**config.mk**
```make
export PLATFORM = sky130hd
export DESIGN_NAME = counter_updown_mod_flat
export DESIGN_NICKNAME = d
export VERILOG_FILES = /design/src/rtl/counter_updown_mod_if.sv /design/src/rtl/counter_updown_mod.sv /design/src/flat_wrapper.sv
export SDC_FILE = /design/constraint.sdc
export NUM_CORES = 1
export LEC_CHECK = 0
export CAP_MARGIN = 10
export CELL_PAD_IN_SITES_DETAIL_PLACEMENT = 0
export CELL_PAD_IN_SITES_GLOBAL_PLACEMENT = 1
export CORE_MARGIN = 2
export CORE_UTILIZATION = 35
export DETAILED_ROUTE_END_ITERATION = 10
export GPL_ROUTABILITY_DRIVEN = 1
export HOLD_SLACK_MARGIN = 0.15
export PLACE_DENSITY = 0.91
export SYNTH_ARGS = -nofsm -noshare
export SYNTH_HDL_FRONTEND = slang
export SYNTH_SLANG_ARGS = --single-unit
```
**constraint.sdc**
```tcl
create_clock -name clk -period 2.35 [get_ports clk]
set_input_delay 0.3525 -clock clk [delete_from_list [all_inputs] [get_ports clk]]
set_output_delay 0.3525 -clock clk [all_outputs]
set_load 0.01 [all_outputs]
```
**src/rtl/counter_updown_mod_if.sv**
```systemverilog
// Bus between a counter_updown_mod stage and its user.
// Carries load/enable/direction controls, the count state, the terminal count and the wrap pulse.
interface counter_updown_mod_if #(
    parameter int unsigned WIDTH = 12
);
    logic             load;
    logic [WIDTH-1:0] d;
    logic             cep;
    logic             cet;
    logic             up;
    logic [WIDTH-1:0] q;
    logic             tc;
    logic             wrap;

    modport master (
        output load, d, cep, cet, up,
        input  q, tc, wrap
    );

    modport slave (
        input  load, d, cep, cet, up,
        output q, tc, wrap
    );
endinterface

```
**src/rtl/counter_updown_mod.sv**
```systemverilog
// Presettable modulo-N up/down counter with dual enables, a cascadable terminal count
// and a registered wrap pulse. Priority on each clock edge: clr, then load, then count, then hold.
module counter_updown_mod #(
    parameter int unsigned      WIDTH   = 12,
    parameter longint unsigned  MODULUS = 4096
) (
    input  logic                  clk,
    input  logic                  clr,
    counter_updown_mod_if.slave   bus
);
    // Largest reachable count; MODULUS may equal 2**WIDTH, so take MODULUS-1 in 64 bits first.
    localparam logic [WIDTH-1:0] MAX_Q = WIDTH'(MODULUS - 64'd1);

    logic [WIDTH-1:0] q_r;
    logic [WIDTH-1:0] q_nxt;
    logic             wrap_r;
    logic             wrap_nxt;

    // Next-state selection for load, count and hold.
    always_comb begin
        q_nxt    = q_r;
        wrap_nxt = 1'b0;
        if (bus.load) begin
            q_nxt = (bus.d > MAX_Q) ? MAX_Q : bus.d;
        end else if (bus.cep && bus.cet) begin
            if (bus.up) begin
                if (q_r >= MAX_Q) begin
                    q_nxt    = '0;
                    wrap_nxt = 1'b1;
                end else begin
                    q_nxt = q_r + WIDTH'(1);
                end
            end else begin
                if (q_r == '0) begin
                    q_nxt    = MAX_Q;
                    wrap_nxt = 1'b1;
                end else begin
                    q_nxt = q_r - WIDTH'(1);
                end
            end
        end
    end

    always_ff @(posedge clk) begin
        if (clr) begin
            q_r    <= '0;
            wrap_r <= 1'b0;
        end else begin
            q_r    <= q_nxt;
            wrap_r <= wrap_nxt;
        end
    end

    assign bus.q    = q_r;
    assign bus.wrap = wrap_r;
    // Zero-cycle path so a following stage's cet sees this stage's terminal state.
    assign bus.tc   = bus.cet & (bus.up ? (q_r == MAX_Q) : (q_r == '0));
endmodule

```
**src/flat_wrapper.sv**
```systemverilog
// flat-port wrapper written by rule: the top's interface ports become plain ports
module counter_updown_mod_flat 
#(
    parameter int unsigned      WIDTH   = 12,
    parameter longint unsigned  MODULUS = 4096
)
  (clk, clr, bus_load, bus_d, bus_cep, bus_cet, bus_up, bus_q, bus_tc, bus_wrap);
  counter_updown_mod_if #(.WIDTH(WIDTH)) bus_i ();
  input  logic clk;
  input  logic clr;
  input wire logic [$bits(bus_i.load)-1:0] bus_load;
  input wire logic [$bits(bus_i.d)-1:0] bus_d;
  input wire logic [$bits(bus_i.cep)-1:0] bus_cep;
  input wire logic [$bits(bus_i.cet)-1:0] bus_cet;
  input wire logic [$bits(bus_i.up)-1:0] bus_up;
  output wire logic [$bits(bus_i.q)-1:0] bus_q;
  output wire logic [$bits(bus_i.tc)-1:0] bus_tc;
  output wire logic [$bits(bus_i.wrap)-1:0] bus_wrap;
  assign bus_i.load = bus_load;
  assign bus_i.d = bus_d;
  assign bus_i.cep = bus_cep;
  assign bus_i.cet = bus_cet;
  assign bus_i.up = bus_up;
  assign bus_q = bus_i.q;
  assign bus_tc = bus_i.tc;
  assign bus_wrap = bus_i.wrap;
  counter_updown_mod #(.WIDTH(WIDTH), .MODULUS(MODULUS)) u_core (.clk(clk), .clr(clr), .bus(bus_i));
endmodule
```
* Word-level counts from Yosys, hierarchy flattened
Index checks and enable logic that the tools add are counted.
** Cells by class
- Add/sub/neg operators :: 2
- Multipliers :: 0
- Divide/modulo/power cells :: 0
- $lt $le $gt $ge :: 2
- Equal/unequal tests :: 1
- Shift operators :: 0
- Mux-type cells :: 10
- Bitwise operators :: 2
- Reduce and logical (&&, ||, !) cells :: 4
** Operator list (count)
- 2-to-1 mux 12 bit :: 6
- adder 12 x 1 -> 12 bit (second input constant) :: 1
- == test 12 bit (second input constant) :: 1
- >= comparator 12 bit (second input constant) :: 1
- greater-than comparator 12 bit (second input constant) :: 1
- zero test 12 bit :: 1
- subtractor 12 x 1 -> 12 bit (second input constant) :: 1
- 2-to-1 mux 1 bit :: 4
- OR reduction 3 bit :: 1
- nonzero test 2 bit :: 1
- bitwise AND 1 bit :: 1
- logical AND 1 bit :: 1
- NOT 1 bit :: 1
** Word-level totals
- Flip-flop bits (word level) :: 13
- Latch bits :: 0
- RAM bits :: 0
- ROM bits :: 0
- Input port bits :: 18
- Output and inout port bits :: 14
- Memories :: 0

* Longest topological paths before layout
Gate-level depths: netlist of run 1.
- Depth after elaboration :: 5
- Depth in mapped cells :: 7
- Mapped depth without buffers :: 7

* Worst setup path after synthesis of run 1
Ideal clock, no wire load.
- Path kind :: register to register
- Start point :: register u_core.q_r[4] (netlist: u_core.bus.q[4])
- End point :: register u_core.q_r[11] (netlist: u_core.bus.q[11])
- Library setup time :: 0.119 ns
- Data arrival time :: 1.905 ns
- Required time :: 2.231 ns
- Slack :: 0.326 ns
- Stages on the path, launching flop included :: 7
- Clock period less this slack :: 2.024 ns
- Path through :: dfxtp_1 buf_4 nand4_4 or2_4 o311a_1 or4_1 o221a_1
** On the way
- Cells in the longest elaborated chain, start to end :: 5
- Elaborated cells on any way between the ends :: 9
- Those cells by class :: add/sub (2); order compare (1); mux (5); reduce/logical (1)
** Ends and longest elaborated chain
- start: declaration :: line counter_updown_mod.sv:14 : logic [WIDTH-1:0] q_r;
- start signal: assignment :: line counter_updown_mod.sv:49 : q_r <= q_nxt;
- subtractor 12 x 1 -> 12 bit, or another cell as far along :: line counter_updown_mod.sv:38 : q_nxt = q_r - WIDTH'(1);
- 2-to-1 mux 12 bit (on tied branches) :: line counter_updown_mod.sv:34, counter_updown_mod.sv:27
- 2-to-1 mux 12 bit * :: line counter_updown_mod.sv:26 : if (bus.up) begin
- 2-to-1 mux 12 bit * :: line counter_updown_mod.sv:25 : end else if (bus.cep && bus.cet) begin
- 2-to-1 mux 12 bit * :: line counter_updown_mod.sv:23 : if (bus.load) begin
Every way passes the cells marked *; elsewhere a longest branch is shown, timed or not. The select of a mux whose other input is x is not followed.
A chain may end at the register's enable or synchronous reset.

* Worst setup path in the final report of run 1
- Start point :: register u_core.q_r[0] (netlist: u_core.bus.q[0])
- End point :: output port bus_tc
** On the way
- Cells in the longest elaborated chain, start to end :: 3
- Elaborated cells on any way between the ends :: 4
- Those cells by class :: eq/ne (1); mux (1); bitwise (1); reduce/logical (1)
** Ends and longest elaborated chain
- == test 12 bit / zero test 12 bit (equally long branches) :: line counter_updown_mod.sv:57 : assign bus.tc = bus.cet & (bus.up ? (q_r == MAX_Q) : (q_r == '0));
- 2-to-1 mux 1 bit * :: line counter_updown_mod.sv:57
- bitwise AND 1 bit * :: line counter_updown_mod.sv:57
- end: declaration :: line flat_wrapper.sv:17 : output wire logic [$bits(bus_i.tc)-1:0] bus_tc;
Every way passes the cells marked *; elsewhere a longest branch is shown, timed or not.

==> flow_summary_export.csv, run 1 <==
group,metric,value,unit
place,placedCellCount,252,
place,pre_cts_slack,-0.1614,ns
final_layout,filler_cell_count,339,
synthesis,ys_seq_elements,13,
drt,wl_per_cell,16.26,um
grt,busiest_layer,"met2",
drt,drtPass1Iterations,6,
synthesis,synth_warnings,0,
synthesis,yosysSeqAreaShare,21.49,%
place,numPortBuffers,31,
timing,max_freq,458.6,MHz
critical_path,crit_path_end_kind,"output pin",
timing,final.min_clock_period,2.181,ns
power_and_ir_drop,switching_power,282.3,uW
timing,fin_setup_tns,0,ns
grt,use_met2,36.29,%
timing,slew_headroom,63.45,%
timing,worst_slack,0.1694,ns
synthesis,synth_cells,158,
drt,via_per_inst,5.898,
power_and_ir_drop,swShare,36.80,%
final_layout,mostFrequentLayoutCell,"clkdlybuf4s50_1",
grt,grt_pass1_vias,1523,
clock_network,tritoncts,"built",
synthesis,syn_area,0.001211,mm^2
grt,grt_antenna_before_repair,0,
synthesis,synth_area_leaders,"dfxtp_1 21%, a21oi_1 4.5%, nand2_1 4.0%",
timing,tightest_slew,0.5424,ns
timing,rsz0062_at_grt,"false",
timing,fin_crit_sh,92.79,%
grt,met1_usage,27.76,%
power_and_ir_drop,power_density,431.2,mW/mm^2
final_layout,drive_gt1_share,21.43,%
floorplan,rows,21,
final_layout,final_cell_mix,"30 x clkdlybuf4s50_1, 29 x buf_4, 13 x nand2_1",
floorplan,ios,32,
critical_path,path_cells,"ha_1, nand2_1, or3_1, nor2_2, nor2_1, nor2b_1, clkbuf_2",
final_layout,regArea,267.8,um^2
grt,overflow,0,
critical_path,critPathCapture,"bus_tc",
critical_path,cpPeakStageDelay,0.41,ns
power_and_ir_drop,ir_drop,264.8,uV
synthesis,synthFlopType,"dfxtp_1",
critical_path,critPathKind,"reg -> out",
final_layout,syn_to_final_growth,46.90,%
clock_network,clk_path_buf_depth,2,
floorplan,die_h,62.83,um
critical_path,critPathMaxFanout,6,
drt,drtIter0Drc,95,
grt,grt_use_total,22.07,%
final_layout,final_util,53.32,%
synthesis,synthArstFlopShare,0,%
drt,vias,1510,
drt,routed_wirelength,4162,um
critical_path,r2r_cells,6,
power_and_ir_drop,power,767.1,uW
floorplan,die_w,62.83,um
critical_path,cp-startpoint,"u_core.bus.q[0]",
floorplan,initial_utilization,36.30,%
clock_network,clkSinkCount,13,
timing,setup_viol,0,
timing,slew_viol_final,0,
worst_hold_path,hold_path_class,"reg -> reg",
floorplan,die_area,0.003947,mm^2
grt,use_met3,5.405,%
power_and_ir_drop,combPwrFrac,44.1,%
synthesis,synth_edf_count,0,
grt,grt_max_degree,17,
outcome,outcome,"completed",
place,routabilityCongestion,0.9360,
critical_path,timing.rr.start,"u_core.bus.q[2]",
timing,hold_viol_final,0,
drt,drc,0,
clock_network,holdBufCountCts,0,
clock_network,htreeDepth,1,
critical_path,critPathSlowestCell,"or3_1",
floorplan,fp.coreArea,0.003337,mm^2
critical_path,reg2reg_to,"u_core.bus.q[11]",
critical_path,startpoint_type,"register",
clock_network,clock_latency,0.29,ns
synthesis,syn-mean-instance-area,7.666,um^2
clock_network,cts-root-buf,"clkbuf_4",
power_and_ir_drop,leakage,0.6787,nW
clock_network,cts_buffers,3,
power_and_ir_drop,p_int,484.8,uW
synthesis,synth_top_area_share,21.49,%
power_and_ir_drop,pwr-share-clk,20.7,%
timing,fin_worst_skew,0.004278,ns
synthesis,synth_cell_types,54,
final_layout,fin_nets,232,
clock_network,clk_pin_slew,0.10,ns
drt,final_antenna_net_count,0,
final_layout,antenna_cells,0,
critical_path,arrival,1.83,ns
power_and_ir_drop,seq_power_share,35.2,%
critical_path,ff2ff_setup_slack,0.19,ns
final_layout,fin_cells,256,
place,hpwl,3148,um
critical_path,required,2.00,ns
grt,grt_pass1_wl,7065,um
final_layout,multi_input_area,878.3,um^2
worst_hold_path,min-delay-start,"u_core.bus.q[1]",
synthesis,synth_nets,179,
job,maxCapViolCount,0,
synthesis,yosysTopAreaCell,"dfxtp_1",
## flip-flops by register name, summed over array words and instances (netlist names)
| register | cells |
|---|---|
| u_core.bus.q | 12 |
| u_core.bus.wrap | 1 |
## cells by family (layout without fill, tap and decap cells)
kind of cell    after synthesis  count (layout)  synth area share [%]
compound gates               52              52                 32.13
simple gates                 62              62                 29.03
xor+xnor                      7               7                 5.062
mux                           2               2                 1.756
fa+ha+maj                     3               3                 3.100
flops                        13              13                 21.49
buf+inv                      19              71                 7.438
## worst max-delay path: cells and delay by family (launching register included)
family        cells  cell delay [ns]
fa+ha+maj         1             0.17
flops             1             0.39
buf+inv           1             0.14
simple gates      5             0.83
## metrics by stage
step / cell area, um^2 / hold WS, ns
floorplan: 1211 / 0.5112
global placement: 1733 / 0.6274
detailed placement: 1733 / 0.6292
CTS: 1772 / 0.6445
global route: 1779 / 0.6565
finish: 1779 / 0.6452
## power groups by stage
stage	sequential, mW	combinational [mW]	clock (mW)
3_3_place_gp	0.271	0.324	0
3_5_place_dp	0.271	0.329	0
6_report	0.270	0.338	0.159
2_1_floorplan	0.272	0.172	0
5_1_grt	0.273	0.370	0.174
4_1_cts	0.268	0.331	0.160
## cell type report
class,count,share of cell area [%]
repair buffers,60,29.40
inverters,7,1.477
flip-flops and latches,13,15.05
clock buffers,4,1.477
multi-input cells,126,49.37
well taps,46,3.235
## what timing repair did
action,CTS,global route
buffers inserted,0,0
gates resized for setup,7,4
setup endpoints to repair,1,1
## metal layers
layer	share of wire, %	wire (um)
met1	42	1757
met2	49	2022
met5	0	0
met3	7.7	320
met4	1.5	62
## synth_stat cells, types with 3 or more instances
cell       n
nor3_1     6
or4_1      3
nand2_1   13
nor4_1     3
o21ai_0    5
xnor2_1    4
o221ai_1   4
o211ai_1   3
clkbuf_1   9
ha_1       3
xor2_1     3
a21oi_1   11
or3_1      3
a21o_1     3
dfxtp_1   13
nand4_1    3
nand3_1    6
a22oi_1    4
inv_1      7
nor2_1    12
## worst min path at each step
stage                        to  slack (ns)  depth (start not counted)
2_1_floorplan  u_core.bus.q[10]        0.51                          2
5_1_grt        u_core.bus.q[10]        0.66                          3
6_report        u_core.bus.q[1]        0.65                          2
3_5_place_dp    u_core.bus.q[6]        0.63                          1
4_1_cts         u_core.bus.q[1]        0.64                          2
3_3_place_gp    u_core.bus.q[6]        0.63                          1
No activity file was read; power rests on OpenSTA's default activity.
==> run 2, diff against run 1 <==
- RECOVER_POWER: not set -> 100
- TNS_END_PERCENT: not set -> 50
==> run 2 against run 1 <==
  * Cell count unchanged
  * Register-to-register slack about the same
  * Flip-flop and latch count is the same
==> flow_summary_export.csv, run 2 (same netlist as run 1, synthesis figures left out) <==
group,metric,value,unit
outcome,outcome,"completed",
grt,overflow,0,
critical_path,crit_buf_inv,1,
clock_network,clkSinkCount,13,
critical_path,cp.depth,6,
drt,drtIter0Drc,95,
grt,grt_use_total,22.07,%
critical_path,critPathMaxFanout,8,
worst_hold_path,worstHoldPathCells,2,
worst_hold_path,hold_path_class,"reg -> reg",
final_layout,filler_cell_count,339,
timing,slew_viol_final,0,
critical_path,startpoint_type,"register",
clock_network,cts_buffers,3,
final_layout,fin_nets,232,
final_layout,drive_gt1_share,21.43,%
power_and_ir_drop,ir_drop,262.6,uV
floorplan,rows,21,
timing,hold_viol_final,0,
place,numPortBuffers,31,
final_layout,syn_to_final_growth,46.90,%
timing,slew_headroom,63.32,%
clock_network,clk_path_buf_depth,2,
timing,fin_crit_sh,92.52,%
drt,vias,1505,
timing,max_freq,459.9,MHz
place,routabilityCongestion,0.9360,
clock_network,htreeDepth,1,
grt,grt_pass1_wl,7065,um
drt,drtPass1Iterations,6,
critical_path,required,2.00,ns
grt,grt_antenna_before_repair,0,
floorplan,ios,32,
drt,wl_per_cell,16.25,um
power_and_ir_drop,leakage,0.6822,nW
timing,final.min_clock_period,2.174,ns
timing,fin_worst_skew,0.004235,ns
drt,drc,0,
floorplan,die_h,62.83,um
drt,final_antenna_net_count,0,
critical_path,critPathSlowestCell,"dfxtp_1",
floorplan,die_w,62.83,um
critical_path,critPathTopFamily,"simple AND/OR/NAND/NOR gates",
floorplan,initial_utilization,36.30,%
final_layout,fin_area,0.001779,mm^2
floorplan,fp.coreArea,0.003337,mm^2
clock_network,cts-root-buf,"clkbuf_4",
critical_path,crit_path_end_kind,"output pin",
final_layout,largest_register_ffs,12,
clock_network,holdBufCountCts,0,
critical_path,r2r_cells,6,
job,maxCapViolCount,0,
critical_path,path_cells,"nand2_1, or3_1, nor2_2, nor2_1, nor2b_1, clkbuf_2",
drt,via_per_inst,5.879,
critical_path,critPathKind,"reg -> out",
timing,setup_viol,0,
power_and_ir_drop,power,764.4,uW
final_layout,antenna_cells,0,
drt,routed_wirelength,4160,um
critical_path,arrival,1.82,ns
floorplan,die_area,0.003947,mm^2
timing,rsz0062_at_grt,"false",
clock_network,tritoncts,"built",
place,postPlaceCellArea,0.001733,mm^2
clock_network,clk_pin_slew,0.10,ns
grt,grt_pass1_vias,1523,
timing,tightest_slew,0.5443,ns
critical_path,cpPeakStageDelay,0.48,ns
place,hpwl,3148,um
power_and_ir_drop,power_density,429.6,mW/mm^2
clock_network,clock_latency,0.28,ns
grt,grt_max_degree,17,
final_layout,final_cell_mix,"29 x clkdlybuf4s50_1, 29 x buf_4, 13 x nand2_1",
-- run 2: cell count changes in the layout (fill, tap and decap cells not counted), sizes merged --
cell           before  now
clkdlybuf4s50      30   29
dlygate4sd3         0    1
-- run 2: per-stage QoR --
step                      TNS [ns]  hold WS (ns)  utilization (%)  std cells  setup WS, ns
final                            0        0.6446            53.32        256        0.1758
after global routing             0        0.6565            53.32        256       0.03956
after CTS                        0        0.6445            53.09        256       0.06814
after detailed placement   -0.1614        0.6292            51.93        252       -0.1614
after global placement     -0.1662        0.6274            51.93        252       -0.1662
after floorplan                  0        0.5112                -        158        0.3263
-- run 2: final cells by class --
cell class	instances	area (um^2)	share of cell area (%)
multi-input cells	126	878.3	49.37
repair buffers	60	523.0	29.40
flip-flops and latches	13	267.8	15.05
well taps	46	57.56	3.235
clock buffers	4	26.28	1.477
inverters	7	26.28	1.477
-- run 2: final timing paths --
check                                      from               end  slack, ns
worst max-delay path            u_core.bus.q[6]            bus_tc       0.18
worst min-delay path            u_core.bus.q[1]   u_core.bus.q[1]       0.64
worst max register to register  u_core.bus.q[2]  u_core.bus.q[11]       0.18
worst min register to register  u_core.bus.q[1]   u_core.bus.q[1]       0.64
-- run 2: per-layer routing --
metal,part of all wire [%],GRT usage [%],vias up
met5,0,0,-
met3,8.1,5.405,10
met1,42,27.76,707
met4,1.6,8.333,0
li1,-,-,712
met2,49,36.29,76
-- run 2: report_power, final --
group / total (mW) / switching (mW) / internal, mW
logic: 0.338 / 0.157 / 0.181
registers: 0.270 / 0.0322 / 0.238
clock network: 0.156 / 0.0900 / 0.0659
-- run 2: what timing repair did --
action                     in CTS  in global routing
setup endpoints to repair       1                  1
setup buffers                   0                  0
resized for setup               7                  4
gates cloned                    0                  0
-- run 2: worst reg2reg max path: stages (launching register included) --
cell and delay, ns:
dfxtp_1 0.49, nand4_4 0.11, buf_4 0.18, or2_4 0.26
o311a_1 0.33, or4_1 0.47, o221a_1 0.23
==> run 3, diff against run 2 <==
- CELL_PAD_IN_SITES_DETAIL_PLACEMENT: 0 -> 1
- CELL_PAD_IN_SITES_GLOBAL_PLACEMENT: 1 -> 2
- CORE_UTILIZATION: 35 -> 27
- PLACE_DENSITY: 0.91 -> 0.9
==> run 3 against run 2 <==
  * Critical endpoint unchanged
  * Highest routed layer unchanged
  * Register-to-register slack is essentially flat
  * Non-clock buffer count up 2
  * Combinational power is essentially flat
  * Sequential power is 2% lower
  * Largest cell class unchanged
  * Core utilization fell by 13 points
  * Wire length up 19%
==> flow_summary_export.csv, run 3 (same netlist as run 1, synthesis figures left out) <==
group,metric,value,unit
final_layout,filler_cell_count,569,
clock_network,clk_pin_slew,0.07,ns
final_layout,largest_register_ffs,12,
drt,met2_length,2495,um
place,hpwl,3916,um
drt,routed-wl-met3,242,um
clock_network,clk_path_buf_depth,2,
drt,drtIter0Drc,75,
floorplan,die_h,70.98,um
final_layout,fin_nets,234,
place,routabilityCongestion,0.8910,
grt,grt_antenna_before_repair,0,
floorplan,die_w,70.98,um
timing,slew_viol_final,0,
floorplan,ios,32,
floorplan,rows,24,
power_and_ir_drop,power_density,463.9,mW/mm^2
clock_network,holdBufCountCts,0,
drt,wl_per_cell,18.75,um
clock_network,htreeDepth,1,
timing,setup_viol,0,
critical_path,reg2reg_to,"u_core.bus.q[7]",
clock_network,clock_latency,0.25,ns
critical_path,crit_path_end_kind,"output pin",
timing,fin_setup_tns,0,ns
critical_path,critPathSlowestCell,"dfxtp_2",
drt,drtPass1Iterations,4,
final_layout,drive_gt1_share,16.04,%
drt,drc,0,
timing,rsz0062_at_grt,"false",
critical_path,cp.depth,8,
drt,drt-met1-wl,2131,um
timing,slew_headroom,62.23,%
critical_path,timing.rr.start,"u_core.bus.q[2]",
drt,final_antenna_net_count,0,
timing,fin_worst_skew,0.004847,ns
floorplan,die_area,0.005037,mm^2
power_and_ir_drop,ir_drop,218.0,uV
critical_path,r2r_cells,6,
worst_hold_path,hold_path_class,"reg -> reg",
outcome,outcome,"completed",
grt,grt_pass1_wl,8183,um
critical_path,worst_path_most_repeated_cell,"clkbuf_1",
timing,max_freq,458.1,MHz
timing,fin_hold_ws,0.6023,ns
grt,grt_pass1_vias,1653,
critical_path,critPathKind,"reg -> out",
place,postPlaceCellArea,0.001748,mm^2
timing,hold_viol_final,0,
drt,vias,1515,
final_layout,fin_area,0.001764,mm^2
drt,via_per_inst,5.739,
final_layout,mostFrequentLayoutCell,"buf_4",
job,maxCapViolCount,0,
grt,overflow,0,
timing,final.min_clock_period,2.183,ns
final_layout,final_cell_mix,"22 x buf_4, 21 x clkdlybuf4s50_1, 13 x nand2_1",
clock_network,clkSinkCount,13,
final_layout,antenna_cells,0,
drt,routed_wirelength,4951,um
floorplan,initial_utilization,28.01,%
timing,fin_crit_sh,92.89,%
clock_network,cts-root-buf,"clkbuf_8",
final_layout,syn_to_final_growth,45.66,%
critical_path,arrival,1.83,ns
critical_path,critPathTopFamily,"simple AND/OR/NAND/NOR gates",
critical_path,ff2ff_setup_slack,0.18,ns
critical_path,critPathMaxFanout,4,
drt,highest_layer,"met4",
grt,grt_use_total,20.45,%
grt,grt_max_degree,17,
clock_network,cts_buffers,3,
critical_path,required,2.00,ns
place,numPortBuffers,31,
place,placedCellCount,259,
clock_network,tritoncts,"built",
critical_path,path_cells,"inv_1, ha_1, nor4b_1, clkbuf_1, and4_1, nor2_1, nor2b_1, clkbuf_1",
critical_path,cp-startpoint,"u_core.bus.q[0]",
final_layout,final_util,40.80,%
timing,tightest_slew,0.5605,ns
final_layout,fin_cells,264,
critical_path,startpoint_type,"register",
critical_path,crit_buf_inv,3,
floorplan,fp.coreArea,0.004324,mm^2
power_and_ir_drop,leakage,0.6736,nW
critical_path,critPathCapture,"bus_tc",
critical_path,cpPeakStageDelay,0.35,ns
## run 3: cell types whose count changed in the layout (fill, tap and decap cells not counted), sizes merged
cell / change
dlygate4sd3: +8
clkdlybuf4s50: -8
buf: -7
clkbuf: +9
## run 3: per-stage QoR
stage | total power [mW] | worst slack (ns)
2_1_floorplan | 0.4441 | 0.3263
3_3_place_gp | 0.6018 | -0.1811
3_5_place_dp | 0.6147 | -0.1985
4_1_cts | 0.8430 | 0.04145
5_1_grt | 0.8630 | 0.05595
6_report | 0.8184 | 0.1671
## run 3: worst min-delay path by stage
stage / startpoint / end / slack [ns] / cells past startpoint
2_1_floorplan: bus_d[10] / u_core.bus.q[10] / 0.51 / 2
3_3_place_gp: u_core.bus.q[6] / u_core.bus.q[6] / 0.57 / 1
3_5_place_dp: u_core.bus.q[6] / u_core.bus.q[6] / 0.59 / 1
4_1_cts: u_core.bus.q[6] / u_core.bus.q[6] / 0.61 / 1
5_1_grt: u_core.bus.q[1] / u_core.bus.q[1] / 0.64 / 2
6_report: u_core.bus.q[6] / u_core.bus.q[6] / 0.60 / 1
## run 3: power breakdown
part	total (mW)	switching, mW	internal [mW]
sequential	0.264	0.0263	0.238
combinational	0.336	0.173	0.162
clock	0.218	0.0977	0.120
total	0.818	0.297	0.521
## run 3: timing repair
action | 4_1_cts | 5_1_grt
gates resized for setup | 2 | 4
setup endpoints to repair | 1 | 1
buffers inserted | 1 | 0
gates cloned | 0 | 0
hold endpoints to repair | 0 | 0
## run 3: worst reg2reg max path: cells and delay by family, from the launching register on
family,cells,cell delay [ns]
AND/OR/NAND/NOR,2,0.94
flip-flops,1,0.36
AO/OA/AOI/OAI,2,0.33
buffers and inverters,1,0.28
XOR/XNOR,1,0.16
## run 3: per-layer routing
| metal | global-route usage [%] | vias to the layer above |
|---|---|---|
| met5 | 0 | - |
| met3 | 3.276 | 9 |
| met2 | 34.79 | 52 |
| met1 | 25.58 | 738 |
| li1 | - | 716 |
| met4 | 8.595 | 0 |
## run 3: cell type report
type                    count  area (um^2)  area share, %
repair buffers             62        504.2          28.58
inverters                   7        26.28          1.489
flip-flops and latches     13        262.8          14.89
well taps                  52        65.06          3.688
multi-input cells         126        860.8          48.79
clock buffers               4        45.04          2.553
